--- config.mk ---
export PLATFORM = sky130hd
export DESIGN_NAME = aes_dec_round_ctrl
export DESIGN_NICKNAME = d
export VERILOG_FILES = /design/src/rtl/aes_pkg.sv /design/src/rtl/aes_round_counter.sv /design/src/rtl/aes_dec_round_ctrl.sv
export SDC_FILE = /design/constraint.sdc
export NUM_CORES = 1
export LEC_CHECK = 0
export CAP_MARGIN = 20
export CORE_AREA = 3 3 301 303
export CTS_CLUSTER_DIAMETER = 80
export CTS_CLUSTER_SIZE = 28
export DETAILED_ROUTE_END_ITERATION = 7
export DIE_AREA = 0 0 304 306
export GPL_ROUTABILITY_DRIVEN = 0
export PLACE_DENSITY_LB_ADDON = 0.05
export SYNTH_ARGS = -nofsm -noshare
export SYNTH_HDL_FRONTEND = slang
export SYNTH_SLANG_ARGS = --single-unit
--- constraint.sdc ---
create_clock -name clk -period 5.3 [get_ports clk]
set_clock_uncertainty 0.15 [all_clocks]
set_input_delay 0.795 -clock clk [delete_from_list [all_inputs] [get_ports clk]]
set_output_delay 0.795 -clock clk [all_outputs]
set_load 0.02 [all_outputs]
--- src/rtl/aes_pkg.sv ---
// Shared types and constants for the AES decryption round sequencer.
package aes_pkg;

  localparam int AES128_ROUNDS = 10;
  localparam int AES_KEY_IDX_W = 4;

  typedef logic [127:0] aes_block_t;

  typedef enum logic [1:0] {
    IDLE  = 2'd0,
    ROUND = 2'd1,
    DONE  = 2'd2
  } aes_dec_state_t;

endpackage

--- src/rtl/aes_round_counter.sv ---
// Loadable round down-counter; saturates at zero and flags the terminal round.
module aes_round_counter #(
  parameter int W = 4
) (
  input  logic         clk,
  input  logic         n_rst,
  input  logic         load,
  input  logic         en,
  input  logic [W-1:0] load_val,
  output logic [W-1:0] cnt,
  output logic         zero
);

  logic [W-1:0] cnt_d, cnt_q;

  always_comb begin
    cnt_d = cnt_q;
    if (load) begin
      cnt_d = load_val;
    end else if (en && (cnt_q != '0)) begin
      cnt_d = cnt_q - W'(1);
    end
  end

  always_ff @(posedge clk or negedge n_rst) begin
    if (!n_rst) begin
      cnt_q <= '0;
    end else begin
      cnt_q <= cnt_d;
    end
  end

  assign cnt  = cnt_q;
  assign zero = (cnt_q == '0);

endmodule

--- src/rtl/aes_dec_round_ctrl.sv ---
// Iterative AES decryption sequencer driving an external inverse-round datapath.
// Optional AES_DEC_KEY_STALL_EN adds key_valid to stall on a slow key store.
module aes_dec_round_ctrl
  import aes_pkg::*;
#(
  parameter int NUM_ROUNDS = AES128_ROUNDS,
  parameter int KEY_IDX_W  = AES_KEY_IDX_W
) (
  input  logic                 clk,
  input  logic                 n_rst,
  input  logic                 in_valid,
  output logic                 in_ready,
  input  logic [127:0]         in_data,
  output logic [KEY_IDX_W-1:0] key_idx,
  input  logic [127:0]         round_key,
`ifdef AES_DEC_KEY_STALL_EN
  input  logic                 key_valid,
`endif
  output logic [127:0]         dp_state,
  output logic [127:0]         dp_key,
  output logic                 dp_last,
  input  logic [127:0]         dp_result,
  output logic                 out_valid,
  input  logic                 out_ready,
  output logic [127:0]         out_data,
  output logic                 busy
);

  aes_dec_state_t state_d, state_q;
  aes_block_t     blk_d, blk_q;
  logic                 cnt_load, cnt_en, cnt_zero;
  logic [KEY_IDX_W-1:0] cnt;
  logic                 key_ok;

`ifdef AES_DEC_KEY_STALL_EN
  assign key_ok = key_valid;
`else
  assign key_ok = 1'b1;
`endif

  aes_round_counter #(.W(KEY_IDX_W)) u_cnt (
    .clk      (clk),
    .n_rst    (n_rst),
    .load     (cnt_load),
    .en       (cnt_en),
    .load_val (KEY_IDX_W'(NUM_ROUNDS - 1)),
    .cnt      (cnt),
    .zero     (cnt_zero)
  );

  always_comb begin
    state_d   = state_q;
    blk_d     = blk_q;
    cnt_load  = 1'b0;
    cnt_en    = 1'b0;
    in_ready  = 1'b0;
    out_valid = 1'b0;
    busy      = 1'b0;
    dp_last   = 1'b0;
    key_idx   = KEY_IDX_W'(NUM_ROUNDS);
    case (state_q)
      IDLE: begin
        in_ready = key_ok;
        // Initial AddRoundKey uses the last round key, selected by the IDLE key_idx.
        if (in_valid && key_ok) begin
          blk_d    = in_data ^ round_key;
          cnt_load = 1'b1;
          state_d  = ROUND;
        end
      end
      ROUND: begin
        busy    = 1'b1;
        key_idx = cnt;
        dp_last = cnt_zero;
        if (key_ok) begin
          blk_d  = dp_result;
          cnt_en = 1'b1;
          if (cnt_zero) begin
            state_d = DONE;
          end
        end
      end
      DONE: begin
        busy      = 1'b1;
        out_valid = 1'b1;
        key_idx   = cnt;
        if (out_ready) begin
          state_d = IDLE;
        end
      end
      default: begin
        state_d = IDLE;
      end
    endcase
  end

  always_ff @(posedge clk or negedge n_rst) begin
    if (!n_rst) begin
      state_q <= IDLE;
      blk_q   <= '0;
    end else begin
      state_q <= state_d;
      blk_q   <= blk_d;
    end
  end

  assign dp_state = blk_q;
  assign dp_key   = round_key;
  assign out_data = blk_q;

endmodule

# After elaboration in Yosys (flattened, before gate mapping)
# Cells that the tools add are included.
# classes
add_sub_neg,1
eq_ne,5
mux,16
bitwise,1
reduce_logical,9
# op_table
cell,n
$pmux 128 s2,1
$mux 128,1
$xor 128x128->128,1
$mux 4,3
$mux 1,7
$mux 2,3
$ne 2x2->1 const B,3
$pmux 2 s3,1
$logic_not 4->1,1
$reduce_bool 2->1,2
$reduce_bool 4->1,1
$sub 4x1->4 const B,1
$reduce_and 3->1,1
$eq 2x1->1 const B,1
$eq 2x2->1 const B,1
$logic_not 2->1,1
$reduce_and 2->1,1
$reduce_or 2->1,1
$logic_and 1x1->1,1
# word_totals
ff_bits,134
in_bits,388
out_inout_bits,392
elab_cells,35

# Logic depth before layout (Yosys ltp)
# depth
ltp_word,5
depth_mapped,9

# By module
# From an unflattened synthesis, not the netlist that was laid out.
# unflattened
hier_cells,989
area_unflattened_um2,9655.5
# modules_own_cells
module,n_inst,cells_each,area_each_um2,seq_area_each_um2
aes_dec_round_ctrl,1,962,9402.8,3253.1
aes_round_counter,1,27,252.7,100.1

# Worst setup path before layout
# Ideal clock, no wire load.
# synth_timing
path_kind,register to output
start,register state_q[1]
end,output dp_last
arrival_ns,1.424
setup_slack_ns,2.931
path_stages_with_launch,7
path_cell_list,dfrtp_1 inv_1 ha_1 inv_2 buf_4 buf_2 nor2_1
# synth_between
elab_chain_cells,2
# synth_lines
item,line_no,source
from (decl),aes_dec_round_ctrl.sv:29,"aes_dec_state_t state_d, state_q;"
from (signal assigned),aes_dec_round_ctrl.sv:102,state_q <= state_d;
$eq 2x1->1,aes_dec_round_ctrl.sv:61,case (state_q)
$mux 1,aes_dec_round_ctrl.sv:61,
to (decl),aes_dec_round_ctrl.sv:21,"output logic dp_last,"
# No other way between the ends.

# Worst setup path after layout
# Ends and elaborated chain as after synthesis.

==> impl_results.md <==
* Maximum number of pins on one net before global-route repair at 106
* Share of the synthesized area in the top cell type at 34.9%
* Clock sinks at 134
* TritonCTS clock tree: yes
* Fmax at 0.292 GHz
* Switching pwr at 4.45 mW
* Top post-synthesis cells by area: dfrtp_1 (35%), buf_4 (20%), mux2i_1 (13%), xor2_1 (12%), o21ai_0 (4.7%)
* Longest Clk Path Bufs at 2
* Cells along the critical path: inv_1 > ha_1 > inv_8 > nor2_1 > clkdlybuf4s50_1
* Crit-path max FO at 55
* Chip width at 304 um
* Final setup violation count at 0
* Post-CTS Setup Inserts at 0
* Worst-path clk slew at 70 ps
* Gr usage total at 10.2%
* Final cell count without fillers at 2,670
* Vias in the first global route at 9,102
* Die area at 0.0930 mm2
* RSZ-0062 raised after global routing: no
* Clock buffer count from CTS at 17
* Initial Util at 10.9%
* Min-delay worst type: input pin to asynchronous set/reset pin
* EDFF count, synth at 0
* CTS root buffer: clkbuf_16
* Post-CTS Hold Buffers at 0
* Global route overflow at 0
* Pwr Total at 9.52 mW
* CP delay by family, top: buffers and inverters
* Initial antenna violation count at 6
* Syn Inst Count at 984
* Max-cap violations at 0
* DR WL/cell at 18.3 um
* First-pass GRT wire length at 68.1 mm
* Vias/cell at 3.11
* Post-synth net total at 1,377
* Cells after DPL at 2,639
* HPWL Detailed at 40.5 mm
* Slew @ Worst Pin at 851 ps
* Post-Synthesis Cell Area at 0.00961 mm2
* Crit path required time at 4360 ps
* Sequential power share at 22.8%
* Cell variety after synth at 32
* CP endpoint kind: output pin
* I/O Buffers at 779
* Post_cts resized at 0
* Cell Int Power at 5.07 mW
* Wirelength, routed at 48.7 mm
* Vias at 8,304
* CP arrival at 2480 ps
* Final Hold Viols at 0
* Syn avg cell area at 9.76 um2
* Die Span Y at 306 um
* Clk pwr share at 12.1%
* Ys flop type: dfrtp_1
* Share of cells above drive strength 1 at 8.05%
* Most common cell after layout, fill and taps aside: clkdlybuf4s50_1
* Final core occ at 19.6%
* Crit start category: register
* Cell depth of the worst setup path at 5
* First DRT Iteration DRCs at 202
* I/O Pins at 780
* Slew Viols, Final at 0
* Outcome: complete, no violations
* Seq/Total Area, Yosys at 34.9%
* Commonest cells after routing, fill and taps aside: clkdlybuf4s50_1 (778), dfrtp_1 (134), xor2_1 (128), mux2i_1 (128), nand2_1 (93)
* Period utilization at 64.6%
* Setup TNS Final at 0 ps
* Worst reg2reg path depth at 6
* First drt pass iteration count at 4
* Slew headroom at 43.3%
* Peak supply drop at 0.299 mV
* FP Rows at 109
* FF+latch count, synth at 134
* Worst-Skew Late Latency at 450 ps
* Critical path buffers and inverters at 3
* Final Net Count at 1,886
* Fillers at 9,712
* CP peak stage delay at 620 ps
* Tmin final at 3420 ps
* # H-tree levels at 4
* WS Path Type: register to output pin
* Power share of the combinational group at 65.1%
* Leak at 6.98 nW
* DRC viols at 0
* Routed Antenna Nets at 0
* Sw Share at 46.7%
* YS warnings at 0
* CP max stage cell: clkdlybuf4s50_1
* P&R area growth vs syn at 80.1%
* Power Density at 550 mW/mm2
* Yosys top cell by area: dfrtp_1
* Asr flop ratio synth at 100%
* Core Box Area at 0.0882 mm2
[registers in the layout (all words and copies together), names as in the netlist]
register,flops
u_cnt.cnt,4
state_q,2
dp_state,128
[layer usage]
metal	wire length, um	global-route usage, %
met3	4180	4.19
met5	45	0
met1	17100	10.2
met4	571	2.42
met2	26900	19.7
[final timing paths]
path,start,end,slack (ps)
worst max-delay path,state_q[1],dp_last,1880
worst min-delay path,n_rst,dp_state[64],190
worst max register to register,state_q[1],dp_state[101],2570
worst min register to register,dp_state[125],dp_state[125],360
max in group asynchronous,n_rst,dp_state[101],3770
min in group clk,dp_state[125],dp_state[125],360
[final cells by class]
class | count | area, um2 | area share [%]
diodes | 2 | 5.00 | 0.0289
clock buffers | 19 | 443 | 2.56
clock inverters | 10 | 85.1 | 0.492
inverters | 6 | 30.0 | 0.174
multi-input cells | 546 | 4020 | 23.3
flip-flops and latches | 134 | 3350 | 19.4
well taps | 1165 | 1460 | 8.42
repair buffers | 788 | 7900 | 45.7
[worst register-to-register path, delay by kind of cell (launching register included)]
kind                     cells  cell delay, ps
AO/OA/AOI/OAI                1             100
adder cells (fa/ha/maj)      1             330
buffers and inverters        3            1220
flip-flops                   1             380
multiplexers                 1             410
[synth_stat cells (3+ instances only)]
master      n
buf_12      5
buf_2      21
buf_4     258
clkbuf_1    8
clkbuf_2    4
dfrtp_1   134
ha_1        5
inv_1       5
mux2i_1   128
nand2_1    93
nand2_2    40
nand3_1     3
o21ai_0    90
o21ai_2    40
xor2_1    128
[power groups by stage]
stage	sequential, mW	combinational (mW)	clock (mW)
final	2.17	6.20	1.15
after global routing	2.29	6.67	1.27
after CTS	2.23	6.40	1.24
after detailed placement	2.24	6.40	0
after global placement	2.22	6.41	0
after floorplan	2.54	3.55	0
[cell families after synthesis]
kind of cell,Yosys count,share of synthesized area [%]
AOI/OAI and AO/OA,138,8.92
xor gates and xnor gates,128,11.7
adders and majority gates,5,0.651
buffers and inverters,304,23.3
DFF,134,34.9
muxes,129,13.5
and+or+nand+nor,146,7.07
[stage by stage]
stage               hold slack (ps)  area [um2]  setup WS, ps
floorplan                       349        9610          2930
global placement                344       16800          2260
detailed placement              347       16800          2270
CTS                             209       17300          1790
global route                    235       17300          1680
finish                          189       17300          1880
(Power assumes the default switching activity.)
